<file path="src/rtl/alu_stage_pkg.sv">
`default_nettype none
// ============================================================================
// Module      : alu_stage_pkg
// Description : Shared types and opcode constants for the ALU result stage.
// Revision    : 1.0 - initial release
// ============================================================================
package alu_stage_pkg;

   typedef enum logic [1:0] {
      ST_IDLE = 2'd0,
      ST_EXEC = 2'd1,
      ST_WB   = 2'd2
   } state_t;

   localparam logic [3:0]  ALUOP_DIV         = 4'h3;
   localparam logic [3:0]  ALUOP_NOP         = 4'hE;
   localparam logic [15:0] HILO_MASK_DEFAULT = 16'h0E7B;

   // Where an accepted opcode sends the FSM next.
   function automatic state_t accept_target(input logic [3:0] op);
      if (op == ALUOP_NOP)
         return ST_IDLE;
      else if (op == ALUOP_DIV)
         return ST_EXEC;
      else
         return ST_WB;
   endfunction

endpackage
`default_nettype wire

</file>
<file path="src/rtl/alu_stage_timeout.sv">
`default_nettype none
// ============================================================================
// Module      : alu_stage_timeout
// Description : Clearable saturating up-counter flagging LIMIT-1 reached.
// Revision    : 1.0 - initial release
// ============================================================================
module alu_stage_timeout #(
   parameter int LIMIT = 64,
   parameter int WIDTH = $clog2(LIMIT) + 1
) (
   input  logic clk,
   input  logic rst_n,
   input  logic clr,
   input  logic en,
   output logic expired
);

   localparam logic [WIDTH-1:0] c_last = WIDTH'(LIMIT - 1);
   localparam logic [WIDTH-1:0] c_max  = {WIDTH{1'b1}};

   logic [WIDTH-1:0] r_count;

   always_ff @(posedge clk) begin
      if (!rst_n)
         r_count <= '0;
      else if (clr)
         r_count <= '0;
      else if (en && (r_count != c_max))
         r_count <= r_count + 1'b1;
   end

   assign expired = (r_count >= c_last);

endmodule
`default_nettype wire

</file>
<file path="src/rtl/alu_result_stage.sv">
`default_nettype none
// ============================================================================
// Module      : alu_result_stage
// Description : Captures ALU results, keeps HI/LO, and issues one writeback beat.
// Revision    : 1.0 - initial release
// ============================================================================
module alu_result_stage
   import alu_stage_pkg::*;
#(
   parameter logic [15:0] HILO_MASK   = HILO_MASK_DEFAULT,
   parameter int          DIV_TIMEOUT = 64
) (
   input  logic        clk,
   input  logic        rst_n,
   input  logic        issue_valid,
   input  logic [3:0]  issue_aluop,
   input  logic [4:0]  issue_rd,
   input  logic [31:0] res_high,
   input  logic [31:0] res_low,
   input  logic        zero,
   input  logic        inst_done,
   output logic        stall,
   output logic        wb_valid,
   input  logic        wb_ready,
   output logic [4:0]  wb_rd,
   output logic [31:0] wb_data,
   output logic [31:0] hi,
   output logic [31:0] lo,
   output logic        zero_flag,
   output logic        timeout_err
);

   state_t      r_state;
   state_t      w_next;
   logic [3:0]  r_aluop;
   logic [4:0]  r_rd;
   logic [31:0] r_wb_data;
   logic [31:0] r_hi;
   logic [31:0] r_lo;
   logic        r_zf;
   logic        r_terr;

   logic        w_rd_zero;
   logic        w_wb_exit;
   logic        w_stall;
   logic        w_accept;
   logic        w_div_start;
   logic        w_capture;
   logic        w_timeout;
   logic        w_expired;
   logic [3:0]  w_cap_op;

   assign w_rd_zero   = (r_rd == 5'd0);
   assign w_wb_exit   = (r_state == ST_WB) && (wb_ready || w_rd_zero);
   assign w_stall     = (r_state == ST_EXEC) || ((r_state == ST_WB) && !w_wb_exit);
   assign w_accept    = issue_valid && ((r_state == ST_IDLE) || w_wb_exit);
   assign w_div_start = w_accept && (issue_aluop == ALUOP_DIV);
   assign w_timeout   = (r_state == ST_EXEC) && !inst_done && w_expired;

   // A divide captures from its own latched opcode; everything else from the issue port.
   assign w_cap_op  = (r_state == ST_EXEC) ? r_aluop : issue_aluop;
   assign w_capture = ((r_state == ST_EXEC) && inst_done) ||
                      (w_accept && (issue_aluop != ALUOP_DIV) && (issue_aluop != ALUOP_NOP));

   alu_stage_timeout #(
      .LIMIT (DIV_TIMEOUT)
   ) u_timeout (
      .clk     (clk),
      .rst_n   (rst_n),
      .clr     (w_div_start),
      .en      (r_state == ST_EXEC),
      .expired (w_expired)
   );

   always_ff @(posedge clk) begin
      if (!rst_n)
         r_state <= ST_IDLE;
      else
         r_state <= w_next;
   end

   always_comb begin
      w_next = r_state;
      case (r_state)
         ST_IDLE: begin
            if (w_accept)
               w_next = accept_target(issue_aluop);
         end
         ST_EXEC: begin
            if (inst_done)
               w_next = ST_WB;
            else if (w_expired)
               w_next = ST_IDLE;
         end
         ST_WB: begin
            if (w_accept)
               w_next = accept_target(issue_aluop);
            else if (w_wb_exit)
               w_next = ST_IDLE;
         end
         default: w_next = ST_IDLE;
      endcase
   end

   always_ff @(posedge clk) begin
      if (!rst_n) begin
         r_aluop   <= 4'd0;
         r_rd      <= 5'd0;
         r_wb_data <= 32'd0;
         r_hi      <= 32'd0;
         r_lo      <= 32'd0;
         r_zf      <= 1'b0;
         r_terr    <= 1'b0;
      end else begin
         if (w_accept) begin
            r_aluop <= issue_aluop;
            r_rd    <= issue_rd;
         end
         if (w_capture) begin
            r_wb_data <= res_low;
            r_zf      <= zero;
            if (HILO_MASK[w_cap_op]) begin
               r_hi <= res_high;
               r_lo <= res_low;
            end
         end
         if (w_timeout)
            r_terr <= 1'b1;
      end
   end

   assign stall       = w_stall;
   assign wb_valid    = (r_state == ST_WB) && !w_rd_zero;
   assign wb_rd       = r_rd;
   assign wb_data     = r_wb_data;
   assign hi          = r_hi;
   assign lo          = r_lo;
   assign zero_flag   = r_zf;
   assign timeout_err = r_terr;

endmodule
`default_nettype wire

</file>
<file path="config.mk">
export PLATFORM = sky130hd
export DESIGN_NAME = alu_result_stage
export DESIGN_NICKNAME = d
export VERILOG_FILES = /design/src/rtl/alu_stage_pkg.sv /design/src/rtl/alu_stage_timeout.sv /design/src/rtl/alu_result_stage.sv
export SDC_FILE = /design/constraint.sdc
export NUM_CORES = 1
export LEC_CHECK = 0
export CAP_MARGIN = 10
export CORE_UTILIZATION = 41
export CTS_BUF_LIST = sky130_fd_sc_hd__clkbuf_4 sky130_fd_sc_hd__clkbuf_8
export CTS_CLUSTER_DIAMETER = 60
export DETAILED_ROUTE_END_ITERATION = 6
export PLACE_DENSITY = 0.76
export SETUP_SLACK_MARGIN = 0.1
export SLEW_MARGIN = 5
export SYNTH_ARGS = -nofsm -noshare
export SYNTH_HDL_FRONTEND = slang
export SYNTH_SLANG_ARGS = --single-unit
export TNS_END_PERCENT = 20
</file>
<file path="constraint.sdc">
create_clock -name clk -period 1.9 [get_ports clk]
set_input_delay 0.475 -clock clk [delete_from_list [all_inputs] [get_ports clk]]
set_output_delay 0.475 -clock clk [all_outputs]
set_load 0.05 [all_outputs]
</file>
==> results.toml <==
[logic_synthesis]
ys_ff_latch = 116
post-synth-top-area-cell = "dfxtp_1"
synth_edf_count = 0
async_flop_share = 0
yosys.cell_types.count = 34
synth_cells = 486
yosysWarnings = 0
syn-num-nets = 566
synth_ff_type = "dfxtp_1"
synth_top_area_frac = 0.4864
syn_area_per_cell_sq_um = 9.824
ys_seq_area_frac = 0.4864
syn_area_sq_mm = 0.004775
synth_area_leaders = "dfxtp_1, mux2i_1, nand2_1"

[timing]
fmax_mhz = 446.0
period_share = 1.180
timing_hold_violations_final = 0
grt_setup_unrepaired = "true"
final_max_slew_viol_count = 0
skew_ns = 0.006134
maxSlewHeadroom = 0.6851
setup_tns_ns = -20.54
worst_pin_slew_ns = 0.4660
period_needed_ns = 2.242
setup_viol = 109
worst_slack_ns = -0.3422

[critical_path]
crit_top_cell = "buf_4"
crit_type = "reg -> out"
crit_buf_inv = 3
crit_fanout = 2
critPathArrivalTime_ns = 1.77
crit_path_max_incr_delay_ns = 0.37
cp_top_family = "buffers and inverters"
cp.required_ns = 1.42
cp.depth = 6
start_kind = "register"
cp_cell_sequence = "or3_4, o31ai_2, buf_4, nor2_4, buf_4, buf_6"
slowest_stage = "or3_4"
critPathCaptureType = "output pin"
reg2regPathDepth = 9

[drt]
routed-wl-met3_microns = 670
dr.first_iter.drc_count = 148
wl_mm = 11.92
drtPass1Iterations = 5
met1_length_mm = 5.141
top_layer = "met4"
wl_met2_mm = 5.911
route.detailed.drc = 0
via_count = 4019
wire_per_inst_microns = 13.90
via_per_inst = 4.684
drtAntennaViolNets = 0

[pwr]
pwr_density_cell_mw_per_mm2 = 938.1
p_leak_nw = 3.262
irDropWorstVdd_uv = 524.6
total_power_mw = 6.940

[clock_network]
clkSinkCount = 116
clock_path_buffers = 2
clockRootBuffer = "clkbuf_8"
cts_buffers = 17
cts-htree-levels = 4
clock_latency_ns = 0.42
cts_tree = "built"
path_clk_slew_ns = 0.07

[job]
drv_cap = 0

[cells_and_area]
n_fill_cell = 936
final_cell_mix = "nand2_1, buf_4, dfxtp_1, mux2i_1, clkdlybuf4s50_1"
multiInputGateArea_sq_mm = 0.002260
syn_to_final_growth_pct = 54.95
layout.nets = 781
drive_gt1_frac = 0.2759
register_area_sq_mm = 0.002331
mostFrequentLayoutCell = "nand2_1"

[global_route]
grt_pass1_wl_mm = 18.38
grt_pass1_vias = 3949
grt_usage = 0.1991
antenna_found_initial = 0
overflow = 0
grt_max_degree = 51

[floorplanning]
start_util = 0.4199
dieWidth_microns = 109.9
num_io_pins = 184
core_sq_mm = 0.01137
dieArea_sq_mm = 0.01208
std_cell_rows = 39
die_h_microns = 109.9

[hold_path]
holdPathStages = 2
min_path_type = "reg -> reg"

[placement]
place.gp.congestion = 0.7413
port_buffers = 183
dp_hpwl_mm = 8.421

[outcome]
outcome = "finished, violations left"
failed_checks = "setup timing"
[logic make-up (layout without fill, tap and decap cells)]
family / after synthesis / in the layout / share of synthesized area
buffers and inverters: 32 / 260 / 0.05058
AOI/OAI and AO/OA: 18 / 18 / 0.02778
xor gates and xnor gates: 5 / 5 / 0.009171
DFF: 116 / 116 / 0.4864
adders and majority gates: 1 / 1 / 0.002620
other: 0 / 1 / 0
muxes: 107 / 107 / 0.2243
and+or+nand+nor: 207 / 207 / 0.1992
[worst min-delay path: cells and delay by family, from the launching register on]
family	cells	cell delay, ns
muxes	1	0.05
DFF	1	0.31
and+or+nand+nor	1	0.05
[per-stage QoR]
stage | instance area, sq um | utilization | hold slack (ns) | cells | setup slack (ns)
6_report | 7398 | 0.6507 | 0.4570 | 858 | -0.3422
5_1_grt | 7396 | 0.6505 | 0.4760 | 857 | -0.4173
4_1_cts | 7325 | 0.6442 | 0.4514 | 853 | -0.4154
3_5_place_dp | 6673 | 0.5869 | 0.4473 | 813 | -0.5849
3_3_place_gp | 6673 | 0.5869 | 0.4440 | 813 | -0.5291
2_1_floorplan | 4793 | - | 0.4558 | 486 | -0.1855
[report_power, final]
part           switching, mW  internal, mW  leakage, nW
logic                  0.941         0.710         2.08
clock network          0.998          1.61        0.229
registers             0.0931          2.59        0.952
total                   2.03          4.91         3.26
[layout make-up]
type	instances	share of cell area
clock buffer	19	0.03450
timing repair buffer	227	0.2921
clock inverter	13	0.02790
inverter	1	0.0005074
antenna	1	0.0003382
tap	143	0.02418
multi-input combinational	338	0.3054
sequential	116	0.3151
[layer usage]
layer,vias up,track usage
met4,0,0.09714
met5,-,0
met2,120,0.3321
li1,2036,-
met1,1845,0.2311
met3,18,0.06046
[sequential cells by signal, indices dropped and copies added, names as in the netlist]
signal,cells
lo,32
r_aluop,4
zero_flag,1
r_state,2
u_timeout.r_count,7
wb_rd,5
wb_data,32
hi,32
timeout_err,1
[path summary, 6_finish.rpt]
| check | start | endpoint | slack [ns] |
|---|---|---|---|
| setup reg to reg | wb_rd[4] | lo[18] | -0.26 |
| setup / recovery | wb_rd[4] | wb_valid | -0.34 |
| hold reg to reg | lo[17] | lo[17] | 0.46 |
| hold / removal | lo[17] | lo[17] | 0.46 |
[synth_stat cells, types with 2 or more instances]
master	instances
dfxtp_1	116
nand2b_1	4
clkbuf_1	19
buf_2	4
a21oi_1	7
nor2_1	12
nand2_1	133
mux2i_1	107
o21ai_0	3
nor3_1	2
a41oi_1	2
buf_12	6
nor2b_1	45
xor2_1	4
nand4_1	3
[what timing repair did]
| item | CTS | global route |
|---|---|---|
| hold buffers | 0 | 0 |
| gates resized for setup | 16 | 5 |
| setup endpoints to repair | 110 | 117 |
| gates cloned | 4 | 0 |
| pin swaps | 8 | 1 |
| setup buffers | 4 | 4 |
Note: power is estimated with default switching activity, not from simulation.
